==> config.mk <==
export PLATFORM = sky130hd
export DESIGN_NAME = id_ex_stage
export DESIGN_NICKNAME = d
export VERILOG_FILES = /design/src/rtl/id_ex_stage.sv
export SDC_FILE = /design/constraint.sdc
export NUM_CORES = 1
export LEC_CHECK = 0
export ABC_AREA = 1
export CAP_MARGIN = 15
export CORE_ASPECT_RATIO = 1.25
export CORE_UTILIZATION = 30
export DETAILED_ROUTE_END_ITERATION = 7
export PLACE_DENSITY = 0.78
export SLEW_MARGIN = 20
export SYNTH_ARGS = -nofsm -noshare
export SYNTH_HDL_FRONTEND = slang
export SYNTH_SLANG_ARGS = --single-unit
==> constraint.sdc <==
create_clock -name clk -period 1.24 [get_ports clk]
set_input_delay 0.186 -clock clk [delete_from_list [all_inputs] [get_ports clk]]
set_output_delay 0.186 -clock clk [all_outputs]
set_load 0.1 [all_outputs]
==> src/rtl/id_ex_stage.sv <==
// ID/EX pipeline register: decodes MIPS opcode/funct to ALU control and selects ALU operands.
// Optional macro ID_EX_FORWARD_EN enables EX/MEM and MEM/WB forwarding plus hold-snoop.
module id_ex_stage #(
    parameter int WORD_SIZE           = 32,
    parameter int CONTROL_SIGNAL_SIZE = 4,
    parameter int REG_ADDR_SIZE       = 5
) (
    input  logic                           clk,
    input  logic                           reset,
    input  logic                           in_valid,
    output logic                           in_ready,
    input  logic                           flush,
    input  logic [5:0]                     opcode,
    input  logic [5:0]                     funct,
    input  logic [REG_ADDR_SIZE-1:0]       rs_addr,
    input  logic [REG_ADDR_SIZE-1:0]       rt_addr,
    input  logic [REG_ADDR_SIZE-1:0]       rd_addr,
    input  logic [WORD_SIZE-1:0]           rs_data,
    input  logic [WORD_SIZE-1:0]           rt_data,
    input  logic [15:0]                    imm16,
    input  logic                           exmem_wr_en,
    input  logic                           memwb_wr_en,
    input  logic [REG_ADDR_SIZE-1:0]       exmem_wr_addr,
    input  logic [REG_ADDR_SIZE-1:0]       memwb_wr_addr,
    input  logic [WORD_SIZE-1:0]           exmem_wr_data,
    input  logic [WORD_SIZE-1:0]           memwb_wr_data,
    output logic                           out_valid,
    input  logic                           out_ready,
    output logic [WORD_SIZE-1:0]           alu_input_a,
    output logic [WORD_SIZE-1:0]           alu_input_b,
    output logic [CONTROL_SIGNAL_SIZE-1:0] alu_control,
    output logic [REG_ADDR_SIZE-1:0]       dest_addr,
    output logic                           reg_write,
    output logic                           err_unsupported
);
    localparam logic [CONTROL_SIGNAL_SIZE-1:0] CTRL_AND = CONTROL_SIGNAL_SIZE'(4'h0);
    localparam logic [CONTROL_SIGNAL_SIZE-1:0] CTRL_OR  = CONTROL_SIGNAL_SIZE'(4'h1);
    localparam logic [CONTROL_SIGNAL_SIZE-1:0] CTRL_ADD = CONTROL_SIGNAL_SIZE'(4'h2);
    localparam logic [CONTROL_SIGNAL_SIZE-1:0] CTRL_ADU = CONTROL_SIGNAL_SIZE'(4'h3);
    localparam logic [CONTROL_SIGNAL_SIZE-1:0] CTRL_SUB = CONTROL_SIGNAL_SIZE'(4'h6);
    localparam logic [CONTROL_SIGNAL_SIZE-1:0] CTRL_SLT = CONTROL_SIGNAL_SIZE'(4'h7);
    localparam logic [CONTROL_SIGNAL_SIZE-1:0] CTRL_NOR = CONTROL_SIGNAL_SIZE'(4'hC);
    localparam logic [CONTROL_SIGNAL_SIZE-1:0] CTRL_BAD = CONTROL_SIGNAL_SIZE'(4'hF);

    logic [CONTROL_SIGNAL_SIZE-1:0] dec_ctrl;
    logic                           dec_unsup;
    logic                           dec_use_imm;
    logic                           dec_sext;
    logic [REG_ADDR_SIZE-1:0]       dec_dest;
    logic [WORD_SIZE-1:0]           imm_ext;
    logic [WORD_SIZE-1:0]           src_a, src_b;
    logic [WORD_SIZE-1:0]           snoop_a, snoop_b;
    logic                           capture;
    logic                           rw_q, err_q, b_is_reg;
    logic [REG_ADDR_SIZE-1:0]       held_rs_addr, held_rt_addr;

    always_comb begin
        dec_ctrl    = CTRL_BAD;
        dec_unsup   = 1'b1;
        dec_use_imm = 1'b0;
        dec_sext    = 1'b0;
        if (opcode == 6'h00) begin
            dec_unsup = 1'b0;
            case (funct)
                6'h20:   dec_ctrl = CTRL_ADD;
                6'h21:   dec_ctrl = CTRL_ADU;
                6'h22:   dec_ctrl = CTRL_SUB;
                6'h24:   dec_ctrl = CTRL_AND;
                6'h25:   dec_ctrl = CTRL_OR;
                6'h27:   dec_ctrl = CTRL_NOR;
                6'h2A:   dec_ctrl = CTRL_SLT;
                default: dec_unsup = 1'b1;
            endcase
        end else begin
            dec_unsup   = 1'b0;
            dec_use_imm = 1'b1;
            dec_sext    = 1'b1;
            case (opcode)
                6'h08:   dec_ctrl = CTRL_ADD;
                6'h09:   dec_ctrl = CTRL_ADU;
                6'h0A:   dec_ctrl = CTRL_SLT;
                6'h0C: begin dec_ctrl = CTRL_AND; dec_sext = 1'b0; end
                6'h0D: begin dec_ctrl = CTRL_OR;  dec_sext = 1'b0; end
                default: begin dec_unsup = 1'b1; dec_use_imm = 1'b0; end
            endcase
        end
    end

    // Unsupported R-type words still carry rd; every other format writes rt.
    assign dec_dest = (opcode == 6'h00) ? rd_addr : rt_addr;
    assign imm_ext  = dec_sext ? {{(WORD_SIZE-16){imm16[15]}}, imm16}
                               : {{(WORD_SIZE-16){1'b0}}, imm16};

`ifdef ID_EX_FORWARD_EN
    function automatic logic [WORD_SIZE-1:0] pick(input logic [REG_ADDR_SIZE-1:0] addr,
                                                  input logic [WORD_SIZE-1:0] cur);
        pick = cur;
        if (addr != '0) begin
            if (exmem_wr_en && exmem_wr_addr == addr)      pick = exmem_wr_data;
            else if (memwb_wr_en && memwb_wr_addr == addr) pick = memwb_wr_data;
        end
    endfunction

    always_comb begin
        src_a   = pick(rs_addr, rs_data);
        src_b   = dec_use_imm ? imm_ext : pick(rt_addr, rt_data);
        snoop_a = pick(held_rs_addr, alu_input_a);
        snoop_b = pick(held_rt_addr, alu_input_b);
    end
`else
    logic unused_fwd;
    assign unused_fwd = ^{exmem_wr_en, memwb_wr_en, exmem_wr_addr, memwb_wr_addr,
                          exmem_wr_data, memwb_wr_data, held_rs_addr, held_rt_addr};
    always_comb begin
        src_a   = rs_data;
        src_b   = dec_use_imm ? imm_ext : rt_data;
        snoop_a = alu_input_a;
        snoop_b = alu_input_b;
    end
`endif

    // Handshake: a transfer happens on an edge where valid && ready are both high;
    // valid never drops without a transfer or flush, and the slot accepts when empty or draining.
    assign in_ready = !out_valid || out_ready;
    assign capture  = in_valid && in_ready && !flush;

    always_ff @(posedge clk) begin
        if (reset) begin
            out_valid    <= 1'b0;
            alu_input_a  <= '0;
            alu_input_b  <= '0;
            alu_control  <= '0;
            dest_addr    <= '0;
            rw_q         <= 1'b0;
            err_q        <= 1'b0;
            b_is_reg     <= 1'b0;
            held_rs_addr <= '0;
            held_rt_addr <= '0;
        end else if (flush) begin
            out_valid <= 1'b0;
        end else if (capture) begin
            out_valid    <= 1'b1;
            alu_input_a  <= src_a;
            alu_input_b  <= src_b;
            alu_control  <= dec_ctrl;
            dest_addr    <= dec_dest;
            rw_q         <= !dec_unsup && (dec_dest != '0);
            err_q        <= dec_unsup;
            b_is_reg     <= !dec_use_imm;
            held_rs_addr <= rs_addr;
            held_rt_addr <= rt_addr;
        end else if (out_valid && out_ready) begin
            out_valid <= 1'b0;
        end else if (out_valid) begin
            // Stalled: keep register operands current with results retiring downstream.
            alu_input_a <= snoop_a;
            if (b_is_reg) alu_input_b <= snoop_b;
        end
    end

    assign reg_write       = out_valid && rw_q;
    assign err_unsupported = out_valid && err_q;
endmodule

==> flow_summary.rst <==
.. list-table::
   :header-rows: 1

   * - Metric
     - Value
   * - Dpl ws
     - -579 ps
   * - Worst Path Arrival
     - 1640 ps
   * - Maximum VDD drop
     - 777 µV
   * - Hold depth
     - 4
   * - Routed Wire Length
     - 14500 µm
   * - Cell area after placement
     - 6480 µm²
   * - Total clock buffers created by CTS
     - 9
   * - Final setup violating endpoints
     - 77
   * - Number of core rows
     - 42
   * - Root buffer cell
     - clkbuf_16
   * - Hold_sp
     - in_valid
   * - Fraction of final layout cells with drive strength greater than 1
     - 37.0%
   * - Antenna Nets Post-Route
     - 0
   * - Clock Pin Slew Worst Setup and Hold Paths
     - 60 ps
   * - Final Instance Area
     - 7810 µm²
   * - Violations in the final reports
     - setup timing
   * - Final standard cell utilization of the core
     - 72.5%
   * - Commonest register cell after synthesis
     - dfxtp_1
   * - I/O Buffers
     - 183
   * - Biggest area consumer among synthesized cells
     - dfxtp_1
   * - Synthesized net count
     - 685
   * - Wire length of the first global-routing pass
     - 22200 µm
   * - Via/cell ratio
     - 4.93
   * - Tmin final
     - 1420 ps
   * - Post-layout net count
     - 920
   * - Bufs on Longest Clock Path
     - 2
   * - Fraction of met1 tracks used by global routing
     - 26.0%
   * - Most used routing layer
     - met2
   * - Placer congestion estimate
     - 0.814
   * - Post-route DRC
     - 0
   * - Max-slew headroom at the worst pin
     - 77.0%
   * - Number of search-and-repair iterations in the first detailed-routing pass
     - 5
   * - Max capacitance violation total
     - 0
   * - Count of inserted antenna diode cells
     - 0
   * - RR Startpoint
     - out_valid$_SDFFE_PP0P_
   * - Crit end category
     - flop
   * - Via Count
     - 4282
   * - Share of the clock period used by the worst path after layout
     - 114%
   * - List of most frequent post-synthesis cells
     - nor2_1, dfxtp_1, inv_1
   * - Number of synthesized flops with an enable pin
     - 0
   * - CORE AREA
     - 10800 µm²
   * - Largest fanout on the critical path
     - 8
   * - Global-route met2 utilization
     - 43.1%
   * - Number of global-route vias before repair
     - 4485
   * - Library cell with the highest instance count after synthesis
     - nor2_1
   * - Number of sinks on the clock net
     - 76
   * - Count of pins on the block boundary
     - 265
   * - Post-synth top area share
     - 45.1%
   * - Critical setup path kind
     - flop to flop
   * - Endpoint, Worst Hold
     - out_valid$_SDFFE_PP0P_
   * - Overall track demand over capacity in global routing
     - 24.2%
   * - Worst R2R Path Depth
     - 9
   * - Horizontal die dimension
     - 96.9 µm
   * - Mean Syn Cell Area
     - 6.79 µm²
   * - Count of state elements after synthesis
     - 76
   * - Final hold violations
     - 0
   * - Area of the die
     - 11700 µm²
   * - Worst EP required
     - 1460 ps
   * - Seq/Total Area, Yosys
     - 45.1%
   * - Die H
     - 121 µm
   * - Maximum clock rate
     - 707 MHz
   * - Average detailed-routed wire length per instance
     - 16.6 µm
   * - CTS tree
     - done
   * - Synthesized cell area
     - 3380 µm²
   * - Gr ovfl total
     - 0
   * - Status
     - finished with violations
   * - Clk_lat worst skew
     - 330 ps
   * - Layout overhead on the synthesized area
     - 131%
   * - Clock Skew
     - 6.92 ps
   * - Post-synthesis async set-or-reset flop share
     - 0%
   * - Synthesis warning total
     - 0
   * - Sum of net half-perimeters after detailed placement
     - 8910 µm
   * - Number of antenna violations at the first check in global routing
     - 0
   * - Cell area power density
     - 1090 nW/µm²
   * - Number of violations reported at the end of detailed-routing iteration 0
     - 126
   * - Worst reg2reg endpoint
     - alu_input_b[27]$_SDFFE_PP0P_
   * - Starting density of the core
     - 31.3%
   * - Largest net degree at the start of global routing
     - 39
   * - Unique masters post-synth
     - 22
   * - Static leakage power
     - 3.53 nW
   * - Register-to-Register Setup Slack
     - -180 ps
   * - GR met3 Demand/Resource
     - 6.47%
   * - Worst-Margin Slew
     - 343 ps
   * - Setup slack after layout
     - -175 ps
   * - Cells after synthesis
     - 497
   * - RSZ-0062 raised after global routing
     - yes
   * - Ranking of synthesized cells by area
     - dfxtp_1, nor2_1, inv_1
   * - Worst hold path type
     - primary input to flop
   * - CP startpoint kind
     - flop
   * - Final max-slew violation count
     - 0
   * - CTS HTree Levels
     - 3
## critical path, cell delays in order (launching register included)
cell	delay, ps
dfxtp_4	350
inv_4	50
nor2_4	30
nor3_4	180
buf_12	180
buf_12	120
o21ai_4	80
buf_12	150
o21ai_2	100
inv_1	60
## power by group
part / switching (mW) / leakage [nW] / internal (mW)
Clock: 1.05 / 0.129 / 1.35
Combinational: 1.92 / 2.78 / 1.39
Sequential: 0.191 / 0.627 / 2.61
Total: 3.16 / 3.53 / 5.36
## area by class of cell
class / count / area (µm²)
repair buffers: 250 / 3580
clock inverters: 6 / 40.0
flip-flops and latches: 76 / 1530
clock buffers: 10 / 229
well taps: 132 / 165
fillers: 716 / 2960
multi-input cells: 315 / 1930
inverters: 80 / 339
## how the worst max path moves through the flow
stage / start / end
after global placement: opcode[3] / alu_input_b[23]$_SDFFE_PP0P_
after detailed placement: opcode[3] / alu_input_b[22]$_SDFFE_PP0P_
after floorplan: out_valid$_SDFFE_PP0P_ / out_valid$_SDFFE_PP0P_
after global routing: out_valid$_SDFFE_PP0P_ / alu_input_b[18]$_SDFFE_PP0P_
after CTS: out_valid$_SDFFE_PP0P_ / in_ready
final: out_valid$_SDFFE_PP0P_ / alu_input_b[27]$_SDFFE_PP0P_
## kinds of logic after synthesis
kind of cell           synth area share [%]
and+or+nand+nor                        28.3
AOI/OAI and AO/OA                      13.9
buffers and inverters                  12.7
DFF                                    45.1
## flip-flops by register name (all words and copies together) (netlist names)
name,flops
out_valid,1
alu_input_b,32
alu_input_a,32
alu_control,4
rw_q,1
dest_addr,5
err_q,1
## metrics by stage
step / hold WS, ps / power [mW] / instances / setup TNS [ps]
floorplan: 250 / 4.40 / 497 / -16160
global placement: 463 / 5.67 / 824 / -31140
detailed placement: 474 / 5.72 / 824 / -34580
CTS: 429 / 8.45 / 869 / -6740
global route: 275 / 8.80 / 869 / -13020
finish: 272 / 8.51 / 869 / -9020
## per-layer routing
layer / vias to the layer above / share of wire [%]
li1: 2036 / -
met1: 2021 / 38
met2: 187 / 53
met3: 38 / 6.1
met4: 0 / 3.1
met5: - / 0
## cells in the final DEF, fill, tap and decap left out, types with 16 or more instances in the layout
master	n
buf_12	94
buf_4	31
clkdlybuf4s50_1	97
dfxtp_1	75
inv_1	70
nand2_1	58
nand3_2	16
nor2_1	85
nor2_2	20
nor2_4	29
o211ai_1	20
o21ai_1	23
o21ai_2	25
## repair_timing
action	in CTS	in global routing
buffers inserted	15	4
hold buffers	0	0
endpoints found under the setup margin	78	78
gates resized for setup	121	71
pin swaps	15	16
gates cloned	14	0
hold endpoints to repair	0	0
No activity file was read; power rests on OpenSTA's default activity.
